===== src/rtl/h264_feed_sched_pkg.sv =====
// Shared types and geometry constants for the H.264 raw-frame feed scheduler.
// The FSM state encoding is visible on the fsm_state debug output.
package h264_feed_sched_pkg;

  typedef enum logic [2:0] {
    S_IDLE  = 3'd0,
    S_REQ   = 3'd1,
    S_WAIT  = 3'd2,
    S_PUSH  = 3'd3,
    S_FLUSH = 3'd4,
    S_DRAIN = 3'd5,
    S_DONE  = 3'd6
  } state_t;

  localparam int MB_DIM       = 16;
  localparam int BLK_DIM      = 4;
  localparam int ROWS_PER_BLK = 4;

  // A frame dimension is usable when it is a nonzero whole number of macroblocks.
  function automatic logic dim_ok(input logic [11:0] d);
    return (d != 12'd0) && (d[3:0] == 4'd0);
  endfunction

endpackage


===== src/rtl/h264_addr_gen.sv =====
// Raster walker over macroblocks / 4x4 blocks / rows, producing the byte address
// of the next word to read. addr is registered and always reflects the counters.
module h264_addr_gen
  import h264_feed_sched_pkg::*;
#(
  parameter int ADDR_W = 32
) (
  input  logic              clk,
  input  logic              rst_n,
  input  logic              clear,
  input  logic              inc,
  input  logic              frame_next,
  input  logic [ADDR_W-1:0] cfg_base,
  input  logic [11:0]       cfg_width,
  input  logic [11:0]       cfg_height,
  output logic              last_word,
  output logic [ADDR_W-1:0] addr
);

  localparam logic [1:0] ROW_LAST = 2'(ROWS_PER_BLK - 1);
  localparam logic [1:0] BLK_LAST = 2'(MB_DIM / BLK_DIM - 1);

  logic [11:0]       width_q, height_q;
  logic [ADDR_W-1:0] fbase, n_fbase, n_addr;
  logic [1:0]        row, bx, by, n_row, n_bx, n_by;
  logic [7:0]        mbx, mby, n_mbx, n_mby;
  logic [7:0]        mbx_last, mby_last;
  logic [11:0]       w_use, line;

  assign mbx_last = width_q[11:4] - 8'd1;
  assign mby_last = height_q[11:4] - 8'd1;

  assign last_word = (row == ROW_LAST) && (bx == BLK_LAST) && (by == BLK_LAST) &&
                     (mbx == mbx_last) && (mby == mby_last);

  always_comb begin
    n_fbase = fbase;
    n_row   = row;
    n_bx    = bx;
    n_by    = by;
    n_mbx   = mbx;
    n_mby   = mby;
    // On clear the new geometry is not latched yet, so use it straight from the ports.
    w_use   = clear ? cfg_width : width_q;
    if (clear) begin
      n_fbase = cfg_base;
      n_row   = '0; n_bx = '0; n_by = '0; n_mbx = '0; n_mby = '0;
    end else if (frame_next) begin
      n_fbase = fbase + ADDR_W'(width_q) * ADDR_W'(height_q);
      n_row   = '0; n_bx = '0; n_by = '0; n_mbx = '0; n_mby = '0;
    end else if (inc) begin
      if (row != ROW_LAST) n_row = row + 2'd1;
      else begin
        n_row = '0;
        if (bx != BLK_LAST) n_bx = bx + 2'd1;
        else begin
          n_bx = '0;
          if (by != BLK_LAST) n_by = by + 2'd1;
          else begin
            n_by = '0;
            if (mbx != mbx_last) n_mbx = mbx + 8'd1;
            else begin
              n_mbx = '0;
              n_mby = (mby != mby_last) ? mby + 8'd1 : 8'd0;
            end
          end
        end
      end
    end
    line   = 12'(n_mby) * 12'(MB_DIM) + 12'(n_by) * 12'(BLK_DIM) + 12'(n_row);
    n_addr = n_fbase + ADDR_W'(line) * ADDR_W'(w_use) +
             ADDR_W'(n_mbx) * ADDR_W'(MB_DIM) + ADDR_W'(n_bx) * ADDR_W'(BLK_DIM);
  end

  always_ff @(posedge clk or negedge rst_n) begin
    if (!rst_n) begin
      width_q  <= '0;
      height_q <= '0;
      fbase    <= '0;
      row      <= '0;
      bx       <= '0;
      by       <= '0;
      mbx      <= '0;
      mby      <= '0;
      addr     <= '0;
    end else begin
      if (clear) begin
        width_q  <= cfg_width;
        height_q <= cfg_height;
      end
      if (clear || frame_next || inc) begin
        fbase <= n_fbase;
        row   <= n_row;
        bx    <= n_bx;
        by    <= n_by;
        mbx   <= n_mbx;
        mby   <= n_mby;
        addr  <= n_addr;
      end
    end
  end

endmodule


===== src/rtl/h264_feed_sched.sv =====
// Fetches raw frame words one at a time and hands them to the encoder in
// macroblock / 4x4-block / row order, one outstanding read at a time.
module h264_feed_sched
  import h264_feed_sched_pkg::*;
#(
  parameter int ADDR_W = 32,
  parameter int FRM_W  = 9
) (
  input  logic              clk,
  input  logic              rst_n,
  input  logic              cfg_start,
  input  logic              cfg_abort,
  input  logic [ADDR_W-1:0] cfg_base,
  input  logic [11:0]       cfg_width,
  input  logic [11:0]       cfg_height,
  input  logic [FRM_W-1:0]  cfg_frames,
  // Handshakes: a read is issued when rd_req && rd_gnt on a rising edge, and its
  // data is taken on the edge where rd_rvalid is high. A word reaches the encoder on
  // the edge where enc_valid && enc_fetch_req; rd_addr / enc_data hold until then.
  output logic              rd_req,
  output logic [ADDR_W-1:0] rd_addr,
  input  logic              rd_gnt,
  input  logic              rd_rvalid,
  input  logic [31:0]       rd_rdata,
  output logic              enc_valid,
  output logic [31:0]       enc_data,
  input  logic              enc_fetch_req,
  input  logic              enc_last4x4,
  output logic              busy,
  output logic              cfg_err,
  output logic [FRM_W-1:0]  frame_idx,
  output logic              irq,
  input  logic              irq_clr,
  output logic [2:0]        fsm_state
);

  state_t           state;
  logic [FRM_W-1:0] frames_q;
  logic             cfg_ok, start_ok, frame_last, last_word;
  logic             gen_inc, gen_frame_next;

  assign fsm_state  = state;
  assign cfg_ok     = dim_ok(cfg_width) && dim_ok(cfg_height) && (cfg_frames != '0);
  assign start_ok   = ((state == S_IDLE) || (state == S_DONE)) && cfg_start && cfg_ok;
  assign frame_last = (frame_idx + FRM_W'(1)) == frames_q;

  // Abort wins over a same-cycle transfer, so counters only move when not aborting.
  assign gen_inc        = (state == S_PUSH) && enc_fetch_req && !cfg_abort;
  assign gen_frame_next = (state == S_FLUSH) && enc_last4x4 && !cfg_abort && !frame_last;

  h264_addr_gen #(.ADDR_W(ADDR_W)) u_addr_gen (
    .clk        (clk),
    .rst_n      (rst_n),
    .clear      (start_ok),
    .inc        (gen_inc),
    .frame_next (gen_frame_next),
    .cfg_base   (cfg_base),
    .cfg_width  (cfg_width),
    .cfg_height (cfg_height),
    .last_word  (last_word),
    .addr       (rd_addr)
  );

  always_ff @(posedge clk or negedge rst_n) begin
    if (!rst_n) begin
      state     <= S_IDLE;
      rd_req    <= 1'b0;
      enc_valid <= 1'b0;
      enc_data  <= '0;
      busy      <= 1'b0;
      cfg_err   <= 1'b0;
      frame_idx <= '0;
      frames_q  <= '0;
      irq       <= 1'b0;
    end else begin
      // Placed first so a same-cycle DONE entry below overrides the clear.
      if (irq_clr) irq <= 1'b0;
      case (state)
        S_IDLE, S_DONE: begin
          if (cfg_start) begin
            if (cfg_ok) begin
              state     <= S_REQ;
              rd_req    <= 1'b1;
              busy      <= 1'b1;
              cfg_err   <= 1'b0;
              frame_idx <= '0;
              frames_q  <= cfg_frames;
            end else begin
              cfg_err <= 1'b1;
            end
          end
        end
        S_REQ: begin
          if (cfg_abort) begin
            state  <= S_IDLE;
            rd_req <= 1'b0;
            busy   <= 1'b0;
          end else if (rd_gnt) begin
            state  <= S_WAIT;
            rd_req <= 1'b0;
          end
        end
        S_WAIT: begin
          if (rd_rvalid) begin
            if (cfg_abort) begin
              state <= S_IDLE;
              busy  <= 1'b0;
            end else begin
              state     <= S_PUSH;
              enc_valid <= 1'b1;
              enc_data  <= rd_rdata;
            end
          end else if (cfg_abort) begin
            state <= S_DRAIN;
          end
        end
        S_PUSH: begin
          if (cfg_abort) begin
            state     <= S_IDLE;
            enc_valid <= 1'b0;
            busy      <= 1'b0;
          end else if (enc_fetch_req) begin
            enc_valid <= 1'b0;
            if (last_word) begin
              state <= S_FLUSH;
            end else begin
              state  <= S_REQ;
              rd_req <= 1'b1;
            end
          end
        end
        S_FLUSH: begin
          if (cfg_abort) begin
            state <= S_IDLE;
            busy  <= 1'b0;
          end else if (enc_last4x4) begin
            frame_idx <= frame_idx + FRM_W'(1);
            if (frame_last) begin
              state <= S_DONE;
              busy  <= 1'b0;
              irq   <= 1'b1;
            end else begin
              state  <= S_REQ;
              rd_req <= 1'b1;
            end
          end
        end
        S_DRAIN: begin
          if (rd_rvalid) begin
            state <= S_IDLE;
            busy  <= 1'b0;
          end
        end
        default: begin
          state     <= S_IDLE;
          rd_req    <= 1'b0;
          enc_valid <= 1'b0;
          busy      <= 1'b0;
        end
      endcase
    end
  end

endmodule

===== config.mk =====
export PLATFORM = sky130hd
export DESIGN_NAME = h264_feed_sched
export DESIGN_NICKNAME = d
export VERILOG_FILES = /design/src/rtl/h264_feed_sched_pkg.sv /design/src/rtl/h264_addr_gen.sv /design/src/rtl/h264_feed_sched.sv
export SDC_FILE = /design/constraint.sdc
export NUM_CORES = 1
export LEC_CHECK = 0
export CORE_MARGIN = 2
export CORE_UTILIZATION = 50
export CTS_BUF_LIST = sky130_fd_sc_hd__clkbuf_4
export CTS_CLUSTER_DIAMETER = 80
export DETAILED_ROUTE_END_ITERATION = 6
export MAX_ROUTING_LAYER = met4
export PLACE_DENSITY = 0.69
export SYNTH_ARGS = -nofsm -noshare
export SYNTH_HDL_FRONTEND = slang
export SYNTH_SLANG_ARGS = --single-unit

===== constraint.sdc =====
create_clock -name clk -period 22.9 [get_ports clk]
set_input_delay 6.87 -clock clk [delete_from_list [all_inputs] [get_ports clk]]
set_output_delay 6.87 -clock clk [all_outputs]
set_load 0.005 [all_outputs]

==> results of run 1 <==
-- cells by family (layout without fill, tap and decap cells) --
family	count (synthesis)	in the layout	synth area share, %
AND/OR/NAND/NOR	722	722	17.1
buffers and inverters	474	624	9.21
adder cells (fa/ha/maj)	415	415	36.2
AO/OA/AOI/OAI	296	296	9.86
flip-flops	168	168	21.4
XOR/XNOR	85	85	3.83
multiplexers	44	44	2.45
other	0	6	0
-- flip-flops by register name, indices dropped and copies added (netlist names) --
register	count
enc_data	32
u_addr_gen.by	2
u_addr_gen.fbase	32
u_addr_gen.mbx	8
enc_valid	1
frames_q	9
fsm_state	3
u_addr_gen.bx	2
u_addr_gen.height_q	12
u_addr_gen.row	2
u_addr_gen.addr	32
frame_idx	9
u_addr_gen.mby	8
rd_req	1
u_addr_gen.width_q	12
busy	1
cfg_err	1
irq	1
-- metal layers --
| layer | share of wire, % | routed length (um) | track usage, % | up-vias |
|---|---|---|---|---|
| met5 | 0 | 0 | - | - |
| met4 | 2.7 | 1430 | 9.62 | 0 |
| met3 | 5.5 | 2900 | 4.24 | 88 |
| met2 | 48 | 25300 | 43.5 | 459 |
| met1 | 44 | 23300 | 37.8 | 7780 |
| li1 | - | - | - | 7295 |
-- final timing paths --
kind / start / to / depth (start not counted)
max: cfg_width[1] / u_addr_gen.addr[30] / 32
min: u_addr_gen.addr[2] / u_addr_gen.addr[2] / 2
max reg2reg: u_addr_gen.width_q[7] / u_addr_gen.addr[30] / 41
min reg2reg: u_addr_gen.addr[2] / u_addr_gen.addr[2] / 2
max in group asynchronous: rst_n / u_addr_gen.mbx[2] / 2
min in group asynchronous: rst_n / enc_data[13] / 1
-- where the power goes --
part	total [mW]	internal, mW	switching (mW)	leakage (nW)
registers	0.432	0.368	0.0642	2.20
logic	0.701	0.328	0.373	8.55
clock network	0.202	0.0710	0.131	0.160
-- stage by stage --
| stage | power, mW | utilization (%) |
|---|---|---|
| 5_1_grt | 1.44 | 57.5 |
| 3_5_place_dp | 1.13 | 56.7 |
| 3_3_place_gp | 1.12 | 56.7 |
| 2_1_floorplan | 0.855 | - |
| 6_report | 1.34 | 57.5 |
| 4_1_cts | 1.35 | 57.4 |
-- placed cells by master (no fill, tap or decap), types with 9 or more instances in the layout --
| cell | count |
|---|---|
| a211oi_1 | 11 |
| a21o_1 | 16 |
| a21oi_1 | 68 |
| a221o_1 | 11 |
| a31oi_1 | 13 |
| and2_1 | 83 |
| and3_1 | 19 |
| buf_4 | 15 |
| clkbuf_4 | 19 |
| clkdlybuf4s50_1 | 185 |
| dfrtp_1 | 168 |
| fa_1 | 255 |
| ha_1 | 160 |
| inv_1 | 382 |
| mux2_2 | 32 |
| mux2i_1 | 11 |
| nand2_1 | 292 |
| nand2b_1 | 17 |
| nand3_1 | 26 |
| nand4_1 | 17 |
| nor2_1 | 177 |
| nor2b_1 | 9 |
| nor3_1 | 31 |
| o211ai_1 | 12 |
| o21a_1 | 11 |
| o21ai_0 | 81 |
| o21bai_1 | 10 |
| o31ai_1 | 11 |
| or2_1 | 10 |
| xnor2_1 | 48 |
| xor2_1 | 36 |
-- area by class of cell --
| type | count | area, sq um |
|---|---|---|
| antenna | 6 | 15.0 |
| clock buffer | 19 | 143 |
| clock inverter | 13 | 159 |
| fill | 3494 | 16500 |
| inverter | 391 | 1470 |
| multi-input combinational | 1562 | 13600 |
| sequential | 168 | 4200 |
| tap | 518 | 648 |
| timing repair buffer | 201 | 1980 |
-- critical path: cells and delay by family --
kind	cells	cell delay (ns)
fa+ha+maj	7	3.27
simple gates	8	2.63
compound gates	8	2.25
buf+inv	8	1.00
xor+xnor	1	0.12
==> impl_metrics.py, run 1 <==
metrics = {
    "status": {
        "run_status": "finished, final reports clean",
    },
    "layout": {
        "drive_above_1_share_pct": 4.76,
        "areaGrowthSynthToFinish_pct": 13.3,
        "finish.instance_area_sq_um": 22300,
        "fin_nets": 2862,
        "instances_no_fill": 2878,
    },
    "setup_path": {
        "crit_type": "in2reg",
        "cp_data_arrival_time_ns": 16.15,
        "critPathCaptureType": "flop",
        "regToRegSetupSlack_ns": 11.77,
        "critical_path.max_fanout": 21,
        "start_kind": "input port",
        "critPathRequiredTime_ns": 23.52,
        "cpPeakStageDelay_ns": 0.59,
        "cpMaxStageDelayCell": "nor2_4",
    },
    "logic_synthesis": {
        "synthArstFlopShare_pct": 100,
        "synth_nets": 2725,
        "ys_warn_count": 0,
        "synth_area_per_cell_sq_um": 8.91,
        "yosysTopAreaCellShare_pct": 26.0,
        "synth.most_common_cell": "inv_1",
        "netlist_top_cells_area": "fa_1 (26%), dfrtp_1 (21%), ha_1 (10%), inv_1 (7.3%), nand2_1 (5.6%)",
        "synth_top_cell_by_area": "fa_1",
        "synth_commonest_cells": "inv_1 (382), nand2_1 (292), fa_1 (255), nor2_1 (178), dfrtp_1 (168)",
        "syn_area_sq_um": 19600,
        "ys_seq_area_share_pct": 21.4,
        "synth_edf_count": 0,
        "synth_flop_cell": "dfrtp_1",
        "yosys.cell_types.count": 79,
        "synthCells": 2204,
        "ys_seq_elements": 168,
    },
    "route": {
        "wire_per_inst_um": 18.4,
        "via_per_inst": 5.43,
        "vias": 15622,
        "drt-total-wl_um": 52900,
        "drtPass1Iterations": 5,
        "ant_nets": 0,
        "drc": 0,
        "drtIter0Drc": 1157,
    },
    "global_routing": {
        "grt_use_total_pct": 28.0,
        "grt_max_degree": 104,
        "grt-ovfl-total": 0,
        "antenna_found_initial": 3,
        "grt_pass1_wl_um": 86700,
        "grt_pass1_vias": 16251,
    },
    "clock_tree": {
        "htree_num_levels": 4,
        "cts_tree": "yes",
        "cts-hold-fix-buffers": 0,
        "postCtsSetupBuffers": 0,
        "ctsResizeCount": 0,
        "clockBufferDepth": 2,
        "root_buffer": "clkbuf_4",
        "clock-sinks": 168,
        "cts.clk_slew.worst_paths_ns": 0.17,
        "numCtsBuffers": 17,
        "clock_latency_ns": 0.76,
    },
    "timing": {
        "setup_viol": 0,
        "fin_hold_ws_ns": 0.488,
        "fin_crit_ns": 15.53,
        "clock_skew_ns": 0.0391,
        "rsz0062_at_grt": "no",
        "worstMarginPinSlew_ns": 1.11,
        "slew_headroom_pct": 26.3,
        "maxClockFrequency_mhz": 64.4,
        "fin_tns_setup_ns": 0,
        "final.setup.worst_slack_ns": 7.37,
        "drv_slew": 0,
        "finalHoldViolations": 0,
        "final.period_utilization_pct": 67.8,
    },
    "run": {
        "drv_cap": 0,
    },
    "floorplan": {
        "die_height_um": 202,
        "die_area_sq_um": 40900,
        "io_pins": 187,
        "start_util_pct": 50.7,
        "rows": 72,
        "design.core.area_sq_um": 38700,
        "die_w_um": 202,
    },
    "place": {
        "dpl_worst_slack_ns": 6.64,
        "place.gp.congestion": 0.948,
        "dp_cells": 2840,
        "hpwlAfterDp_um": 42200,
        "portBuffers": 186,
        "postPlaceCellArea_sq_um": 21900,
    },
    "power": {
        "vdd_drop_max_mv": 0.0605,
        "p_leak_nw": 10.9,
        "p_per_area_nw_per_um2": 60.0,
    },
    "worst_hold_path": {
        "hold_class": "reg2reg",
    },
}
No activity file was read; power rests on OpenSTA's default activity.
==> run 2, diff against run 1 <==
--- a/config.mk
+++ b/config.mk
@@ -11,7 +11,7 @@
 export CTS_CLUSTER_DIAMETER = 80
 export DETAILED_ROUTE_END_ITERATION = 6
 export MAX_ROUTING_LAYER = met4
-export PLACE_DENSITY = 0.69
+export PLACE_DENSITY = 0.72
 export SYNTH_ARGS = -nofsm -noshare
 export SYNTH_HDL_FRONTEND = slang
 export SYNTH_SLANG_ARGS = --single-unit
==> constraint.sdc (replaced) <==
create_clock -name clk -period 13.2 [get_ports clk]
set_input_delay 3.96 -clock clk [delete_from_list [all_inputs] [get_ports clk]]
set_output_delay 3.96 -clock clk [all_outputs]
set_load 0.005 [all_outputs]
==> run 2 against run 1 <==
- utilization grew 0.20 points
- global-route usage grew 0.89 points
- via count increased by 0.73%
- sequential cell count unchanged
==> impl_metrics.py, run 2 (synthesized netlist as in run 1, its figures left out) <==
metrics = {
    "setup_path": {
        "cp_data_arrival_time_ns": 12.83,
        "cpMaxStageDelayCell": "mux2i_1",
        "cpMostUsedCell": "fa_1",
        "r2r-end": "u_addr_gen.addr[30]",
        "critPathCaptureType": "flop",
        "cpPeakStageDelay_ns": 0.66,
        "reg2reg_depth": 41,
        "endpoint": "u_addr_gen.addr[30]",
        "critical_path.max_fanout": 8,
        "r2r_start": "u_addr_gen.width_q[5]",
        "regToRegSetupSlack_ns": 2.28,
        "cp-startpoint": "cfg_width[1]",
        "crit_type": "in2reg",
        "critPathRequiredTime_ns": 13.71,
        "start_kind": "input port",
    },
    "run": {
        "drv_cap": 0,
    },
    "timing": {
        "setup_viol": 0,
        "final.setup.worst_slack_ns": 0.882,
        "finalHoldViolations": 0,
        "fin_crit_ns": 12.32,
        "slew_headroom_pct": 30.9,
        "final.period_utilization_pct": 93.3,
        "drv_slew": 0,
        "rsz0062_at_grt": "no",
        "maxClockFrequency_mhz": 81.2,
        "clock_skew_ns": 0.0526,
        "worstMarginPinSlew_ns": 1.03,
        "fin_tns_setup_ns": 0,
    },
    "global_routing": {
        "antenna_found_initial": 2,
        "grt_max_degree": 104,
        "grt_pass1_vias": 16551,
        "grt_use_total_pct": 28.9,
        "grt_pass1_wl_um": 89500,
        "grt-ovfl-total": 0,
    },
    "floorplan": {
        "die_height_um": 202,
        "die_w_um": 202,
        "rows": 72,
        "start_util_pct": 50.7,
        "io_pins": 187,
        "design.core.area_sq_um": 38700,
        "die_area_sq_um": 40900,
    },
    "route": {
        "ant_nets": 0,
        "drtPass1Iterations": 6,
        "drtIter0Drc": 1122,
        "via_per_inst": 5.44,
        "drc": 0,
        "vias": 15736,
        "wire_per_inst_um": 18.9,
        "drt-total-wl_um": 54800,
    },
    "clock_tree": {
        "htree_num_levels": 4,
        "ctsResizeCount": 0,
        "cts-hold-fix-buffers": 0,
        "postCtsSetupBuffers": 0,
        "cts.clk_slew.worst_paths_ns": 0.16,
        "root_buffer": "clkbuf_4",
        "clock-sinks": 168,
        "clockBufferDepth": 2,
        "numCtsBuffers": 17,
        "clock_latency_ns": 0.68,
        "cts_tree": "yes",
    },
    "place": {
        "place.gp.congestion": 0.949,
        "hpwlAfterDp_um": 44600,
        "portBuffers": 186,
        "dpl_worst_slack_ns": 0.234,
    },
    "worst_hold_path": {
        "hold_class": "reg2reg",
        "holdPathStages": 2,
    },
    "layout": {
        "areaGrowthSynthToFinish_pct": 13.7,
        "final_cell_mix": "inv_1 (382), nand2_1 (292), fa_1 (255), clkdlybuf4s50_1 (185), nor2_1 (177)",
        "seq_area_sq_um": 4200,
        "drive_above_1_share_pct": 5.40,
        "fill_cells": 3510,
        "multiInputGateArea_sq_um": 13600,
        "fin_nets": 2879,
        "reg_top3": "enc_data (32), u_addr_gen.addr (32), u_addr_gen.fbase (32)",
        "final_common_cell": "inv_1",
    },
    "power": {
        "p_per_area_nw_per_um2": 103,
        "p_leak_nw": 11.0,
        "p_total_mw": 2.30,
        "vdd_drop_max_mv": 0.0989,
    },
    "status": {
        "run_status": "finished, final reports clean",
    },
}
-- run 2: cell type report --
| cell class | instances | area share [%] |
|---|---|---|
| tap | 518 | 2.90 |
| inverter | 391 | 6.57 |
| timing repair buffer | 218 | 9.42 |
| multi-input combinational | 1562 | 61.1 |
| sequential | 168 | 18.8 |
| clock buffer | 18 | 0.605 |
| antenna | 2 | 0.0224 |
| clock inverter | 14 | 0.560 |
-- run 2: how the worst min path moves through the flow --
stage	startpoint	endpoint	slack (ns)
after floorplan	u_addr_gen.addr[0]	u_addr_gen.addr[0]	0.46
after global placement	u_addr_gen.addr[1]	u_addr_gen.addr[1]	0.45
after detailed placement	u_addr_gen.addr[2]	u_addr_gen.addr[2]	0.46
after CTS	u_addr_gen.addr[2]	u_addr_gen.addr[2]	0.49
after global routing	u_addr_gen.addr[24]	u_addr_gen.addr[24]	0.53
final	u_addr_gen.addr[2]	u_addr_gen.addr[2]	0.49
-- run 2: critical path: cells and delay by family --
kind	cells	cell delay (ns)
AO/OA/AOI/OAI	7	2.06
XOR/XNOR	1	0.12
adder cells (fa/ha/maj)	7	3.09
buffers and inverters	5	1.05
multiplexers	1	0.66
AND/OR/NAND/NOR	7	1.88
-- run 2: power by group --
part           total [mW]  internal, mW  switching [mW]  leakage (nW)
Sequential          0.746         0.639           0.108          2.20
Clock               0.307        0.0965           0.210         0.136
Combinational        1.25         0.576           0.672          8.63
-- run 2: metrics by stage --
stage	std cells	instance area, sq um	hold slack, ns	utilization, %
final	2891	22300	0.486	57.7
after detailed placement	2857	22100	0.455	57.0
after global placement	2857	22100	0.453	57.0
after CTS	2889	22300	0.489	57.7
after floorplan	2204	19600	0.463	-
after global routing	2891	22300	0.533	57.7
-- run 2: routing by layer --
metal  GRT usage [%]  vias up  wire length (um)
met5               -        -                 0
met4            8.99        0              1580
met3            4.08       93              2920
met2            46.2      456             26600
met1            38.4     7865             23600
li1                -     7322                 -
